**src/rtl/dsram_req_ctrl.sv**
```systemverilog
// Data-side SRAM-like bus sequencer between EX and MEM: issues one access at a time,
// stalls the pipe until it completes, and drains flushed accesses. Optional macro: DSRAM_PERF_EN.
module dsram_req_ctrl #(
    parameter int PERF_W = 32
) (
    input  logic              clk,
    input  logic              rst,
    input  logic              flush,
    input  logic              pipe_stall,
    input  logic              req_en,
    input  logic [3:0]        req_wen,
    input  logic [1:0]        req_size,
    input  logic [31:0]       req_addr,
    input  logic [31:0]       req_wdata,
    output logic              stallreq,
    output logic [31:0]       rdata_o,
    output logic              rdata_valid,
    output logic              data_req,
    output logic              data_wr,
    output logic [1:0]        data_size,
    output logic [31:0]       data_addr,
    output logic [31:0]       data_wdata,
    output logic [3:0]        data_wstrb,
    input  logic              data_addr_ok,
    input  logic              data_data_ok,
    input  logic [31:0]       data_rdata
`ifdef DSRAM_PERF_EN
    ,
    output logic [PERF_W-1:0] perf_stall_cnt
`endif
);

    localparam logic [1:0] ST_IDLE = 2'd0;
    localparam logic [1:0] ST_REQ  = 2'd1;
    localparam logic [1:0] ST_WAIT = 2'd2;
    localparam logic [1:0] ST_HOLD = 2'd3;

    logic [1:0]  state_r;
    logic [1:0]  state_nxt_s;
    logic        cancel_r;
    logic        cancel_nxt_s;
    logic [3:0]  wen_r;
    logic [1:0]  size_r;
    logic [31:0] addr_r;
    logic [31:0] wdata_r;
    logic [31:0] buf_r;
    logic        issue_s;
    logic        buf_load_s;
    logic        stall_base_s;

    // Elaboration-only guard on the counter width; it is empty for any legal PERF_W.
    if (PERF_W < 1) begin : g_perf_w_check
    end

    // Next-state, bus drive and pipeline handshake decode.
    always_comb begin
        state_nxt_s  = state_r;
        cancel_nxt_s = cancel_r;
        issue_s      = 1'b0;
        buf_load_s   = 1'b0;
        data_req     = 1'b0;
        stall_base_s = 1'b0;
        rdata_valid  = 1'b0;
        rdata_o      = 32'h0000_0000;
        data_wr      = |wen_r;
        data_size    = size_r;
        data_addr    = addr_r;
        data_wdata   = wdata_r;
        data_wstrb   = wen_r;
        case (state_r)
            ST_IDLE: begin
                data_wr      = |req_wen;
                data_size    = req_size;
                data_addr    = req_addr;
                data_wdata   = req_wdata;
                data_wstrb   = req_wen;
                issue_s      = req_en & ~flush & ~cancel_r;
                data_req     = issue_s;
                stall_base_s = issue_s;
                if (issue_s) begin
                    state_nxt_s = data_addr_ok ? ST_WAIT : ST_REQ;
                end else begin
                    state_nxt_s = ST_IDLE;
                end
            end
            ST_REQ: begin
                // The request stays up until accepted; a flush only marks it for draining.
                data_req     = 1'b1;
                stall_base_s = 1'b1;
                if (flush) begin
                    cancel_nxt_s = 1'b1;
                end else begin
                    cancel_nxt_s = cancel_r;
                end
                if (data_addr_ok) begin
                    state_nxt_s = ST_WAIT;
                end else begin
                    state_nxt_s = ST_REQ;
                end
            end
            ST_WAIT: begin
                stall_base_s = ~data_data_ok;
                if (data_data_ok) begin
                    if (cancel_r | flush) begin
                        cancel_nxt_s = 1'b0;
                        state_nxt_s  = ST_IDLE;
                    end else if (!pipe_stall) begin
                        rdata_valid = 1'b1;
                        rdata_o     = data_rdata;
                        state_nxt_s = ST_IDLE;
                    end else begin
                        buf_load_s  = 1'b1;
                        state_nxt_s = ST_HOLD;
                    end
                end else begin
                    if (flush) begin
                        cancel_nxt_s = 1'b1;
                    end else begin
                        cancel_nxt_s = cancel_r;
                    end
                    state_nxt_s = ST_WAIT;
                end
            end
            ST_HOLD: begin
                rdata_o = buf_r;
                if (flush) begin
                    state_nxt_s = ST_IDLE;
                end else if (!pipe_stall) begin
                    rdata_valid = 1'b1;
                    state_nxt_s = ST_IDLE;
                end else begin
                    state_nxt_s = ST_HOLD;
                end
            end
            default: begin
                state_nxt_s  = ST_IDLE;
                cancel_nxt_s = 1'b0;
            end
        endcase
        // While a flushed access drains, only a live new instruction needs holding.
        stallreq = cancel_r ? (req_en & ~flush) : stall_base_s;
    end

    // State, drain flag, request copy and read-data buffer.
    always_ff @(posedge clk) begin
        if (rst) begin
            state_r  <= ST_IDLE;
            cancel_r <= 1'b0;
            wen_r    <= 4'h0;
            size_r   <= 2'd0;
            addr_r   <= 32'h0000_0000;
            wdata_r  <= 32'h0000_0000;
            buf_r    <= 32'h0000_0000;
        end else begin
            state_r  <= state_nxt_s;
            cancel_r <= cancel_nxt_s;
            if (issue_s) begin
                wen_r   <= req_wen;
                size_r  <= req_size;
                addr_r  <= req_addr;
                wdata_r <= req_wdata;
            end
            if (buf_load_s) begin
                buf_r <= data_rdata;
            end
        end
    end

`ifdef DSRAM_PERF_EN
    // Free-running count of stalled cycles, wrapping naturally.
    always_ff @(posedge clk) begin
        if (rst) begin
            perf_stall_cnt <= {PERF_W{1'b0}};
        end else if (stallreq) begin
            perf_stall_cnt <= perf_stall_cnt + {{(PERF_W-1){1'b0}}, 1'b1};
        end
    end
`endif

endmodule

```
**config.mk**
```make
export PLATFORM = sky130hd
export DESIGN_NAME = dsram_req_ctrl
export DESIGN_NICKNAME = d
export VERILOG_FILES = /design/src/rtl/dsram_req_ctrl.sv
export SDC_FILE = /design/constraint.sdc
export NUM_CORES = 1
export LEC_CHECK = 0
export ABC_AREA = 1
export BUFFER_PORTS_ARGS = -buffer_cell sky130_fd_sc_hd__buf_2
export CAP_MARGIN = 20
export CORE_MARGIN = 4
export CORE_UTILIZATION = 48
export DETAILED_ROUTE_END_ITERATION = 7
export GPL_TIMING_DRIVEN = 0
export PLACE_DENSITY = 0.82
export SETUP_SLACK_MARGIN = 0.1
export SLEW_MARGIN = 20
export SYNTH_ARGS = -nofsm -noshare
export SYNTH_HDL_FRONTEND = slang
export SYNTH_SLANG_ARGS = --single-unit
```
**constraint.sdc**
```tcl
create_clock -name clk -period 1.9 [get_ports clk]
set_input_delay 0.38 -clock clk [delete_from_list [all_inputs] [get_ports clk]]
set_output_delay 0.38 -clock clk [all_outputs]
set_load 0.03 [all_outputs]
```
==> metrics.txt <==
clock buffer depth 2; Sw Pwr 1840 uW; Tot GR Track Use 0.253; number of global-route vias before repair 5526; Clock Tree Root clkbuf_8; grt total ovfl 0; DR pass1 iterations 5; Comb power frac 0.305; Synth Area per Inst 6.75 um2; fin util 0.735; Residual DRC 0; setup repair after global routing missed its margin true; io pins 215; Synth Cell Area 5060 um2; Worst Skew 0.0176 ns; top cells by count, synth o21ai_0, dfxtp_1, inv_1, nand2_1, o21ai_1; Clk pwr share 0.250; placed cell areas 6390 um2; Max-slew headroom 0.588; Vias 5960; antenna viol nets, final 0; CTS tree built; critical path's slowest cell dfxtp_2; worst-path maximum fanout 10; failing checks negative setup slack; WHS 0.242 ns; Crit path buffers/inverters 4; Fillers ~800; Worst Setup End Kind output port; synthesized flop and latch total 105; period utilization 1.08; Worst Path Class, Setup reg -> out; Most common cell on crit path buf_4; FF-to-FF End buf_r[11]; Highest Signal Layer met4; total core area ~10000 um2; Int Pwr 3500 uW; Top delay family on crit path buffers and inverters; register share of total power 0.445; WL met1 6810 um; Reg2Reg Launch Point cancel_r; die area 12300 um2; initial antenna violation count 1; final setup vio count 104; Post-Syn Instances 750; r2r setup slk 0.32 ns; first-pass GRT wire length 26200 um; Reg clk slew, reported paths around 0.090 ns; PnR worst setup slack -0.157 ns; post-synth top area share 0.415; clock sinks 105; WHS Endpoint state_r[1]; Hold Path Depth 2; CP Launch Type flop; Final Cell Area around 7600 um2; Final nets around 1100; Routed WL per cell 15.1 um; ys flop type dfxtp_1; Final Max Tran Viols 0; worst slew pin tran 0.618 ns; Detailed Route WL around 17000 um; Die Ht 111 um; maximum clock rate roughly 500 MHz; register area share after synthesis 0.415; routed wl met2 between 8000 and 9000 um; DRT iter0 DRCs 385; area leader, netlist dfxtp_1; worst vdd ir 0.000479 V; crit-path max cell delay 0.35 ns; Initial Utilization 0.493; port bufs 214; worst path required time 1.52 ns; worst-skew pair later-pin latency 0.36 ns; Post-synth EDFFs 0; largest cells by area after synthesis dfxtp_1, o21ai_0, o21ai_1, inv_1, a21oi_1; syn nets 859; status complete, but fails checks; Distinct cells, synth 22; DR vias/cell 5.27; GP Congestion 0.816; Worst path depth 7; sw frac 0.344; die width 111 um; largest net degree at the start of global routing 18; hold_sp rst; Tot Pwr 5340 uW; Leak roughly 0.0035 uW; yosys warns 0; reg2reg path depth 8; Detailed Place HPWL 11100 um; final hold violation count 0; FFs w/ async S/R, synth 0; FP Rows 37; clock buffer count from CTS 9; HP Class in -> reg; crit path cell chain buf_6 > nor2_4 > buf_8 > buf_4 > nand2_1 > o21ai_0 > buf_4; most common cell in the synthesized netlist o21ai_0; number of max-cap violations 0; Met3 Routed Length 1210 um; Cell Pwr Density about 700 nW/um2; htree depth 3; Min Clock Period, post-route about 2.1 ns; Area growth syn-to-layout 49.2%; layout cells sized above 1 0.339; CP arrival 1.68 ns
[placed cells by master (no fill, tap or decap), types with 16 or more instances in the layout]
cell	instances
buf_2	115
inv_1	104
dfxtp_1	103
o21ai_1	99
buf_4	82
nand2_1	81
a21oi_1	74
nor2_1	70
o21ai_0	69
buf_6	56
nand3_1	37
o21ai_4	21
o21ai_2	16
[registers in the layout (all words and copies together) (netlist names)]
register and cells:
size_r 2, state_r 2, cancel_r 1, addr_r 32, wen_r 4, wdata_r 32
buf_r 32
[worst register-to-register path, stage by stage, from the launching register on]
cell and delay [ns]:
dfxtp_1 0.35, nor2_4 0.18, buf_4 0.14, nand2_1 0.08, nor2_2 0.23, inv_2 0.10, buf_2 0.20, nor2_1 0.15
nor2_1 0.06
[through the flow]
stage | cells | TNS (ns) | setup slack, ns
after floorplan | 750 | -0.604 | -0.0397
after global placement | 1100 | -16.06 | -0.320
after detailed placement | 1100 | -17.85 | -0.338
after CTS | 1126 | -7.51 | -0.135
after global routing | 1130 | -20.38 | -0.281
final | 1130 | -9.41 | -0.157
[kinds of logic (layout without fill, tap and decap cells)]
kind of cell,count (synthesis),after routing,share of synthesized area
AOI/OAI and AO/OA,282,282,0.280
and+or+nand+nor,199,199,0.162
DFF,105,105,0.415
buffers and inverters,164,407,0.143
other,0,1,0
[what timing repair did]
item	in CTS	in global routing
endpoints found under the setup margin	105	106
gates cloned	2	1
resized for setup	239	54
hold buffers	0	0
pin swaps	1	1
setup buffers	9	2
[cell type report]
cell class	count	area (um2)	share of cell area
multi-input combinational	481	2570	0.340
sequential	105	2110	0.279
timing repair buffer	228	1630	0.216
buffer	58	488	0.0646
inverter	106	398	0.0527
tap	136	170	0.0225
clock buffer	11	151	0.0200
clock inverter	4	35.0	0.00464
antenna	1	2.50	0.000331
[worst max-delay path by stage]
stage	from	endpoint	slack, ns
after floorplan	state_r[0]	data_addr[13]	-0.04
after global placement	flush	rdata_o[3]	-0.32
after detailed placement	flush	rdata_o[3]	-0.34
after CTS	state_r[0]	data_wdata[0]	-0.13
after global routing	state_r[0]	data_wdata[19]	-0.28
final	state_r[0]	data_wdata[19]	-0.16
[metal layers]
layer,GRT usage,up-vias
met2,0.431,264
met5,0,-
met4,0.0722,0
met1,0.317,2740
li1,-,2924
met3,0.0633,32
[power by group through the flow]
stage / Combinational (uW) / Sequential [uW] / Clock (uW)
detailed placement: 1360 / 2430 / 0
finish: 1630 / 2380 / 1330
global placement: 1350 / 2420 / 0
floorplan: 901 / 2420 / 0
CTS: 1570 / 2380 / 1350
global route: 1760 / 2390 / 1440
No activity file was read; power rests on OpenSTA's default activity.
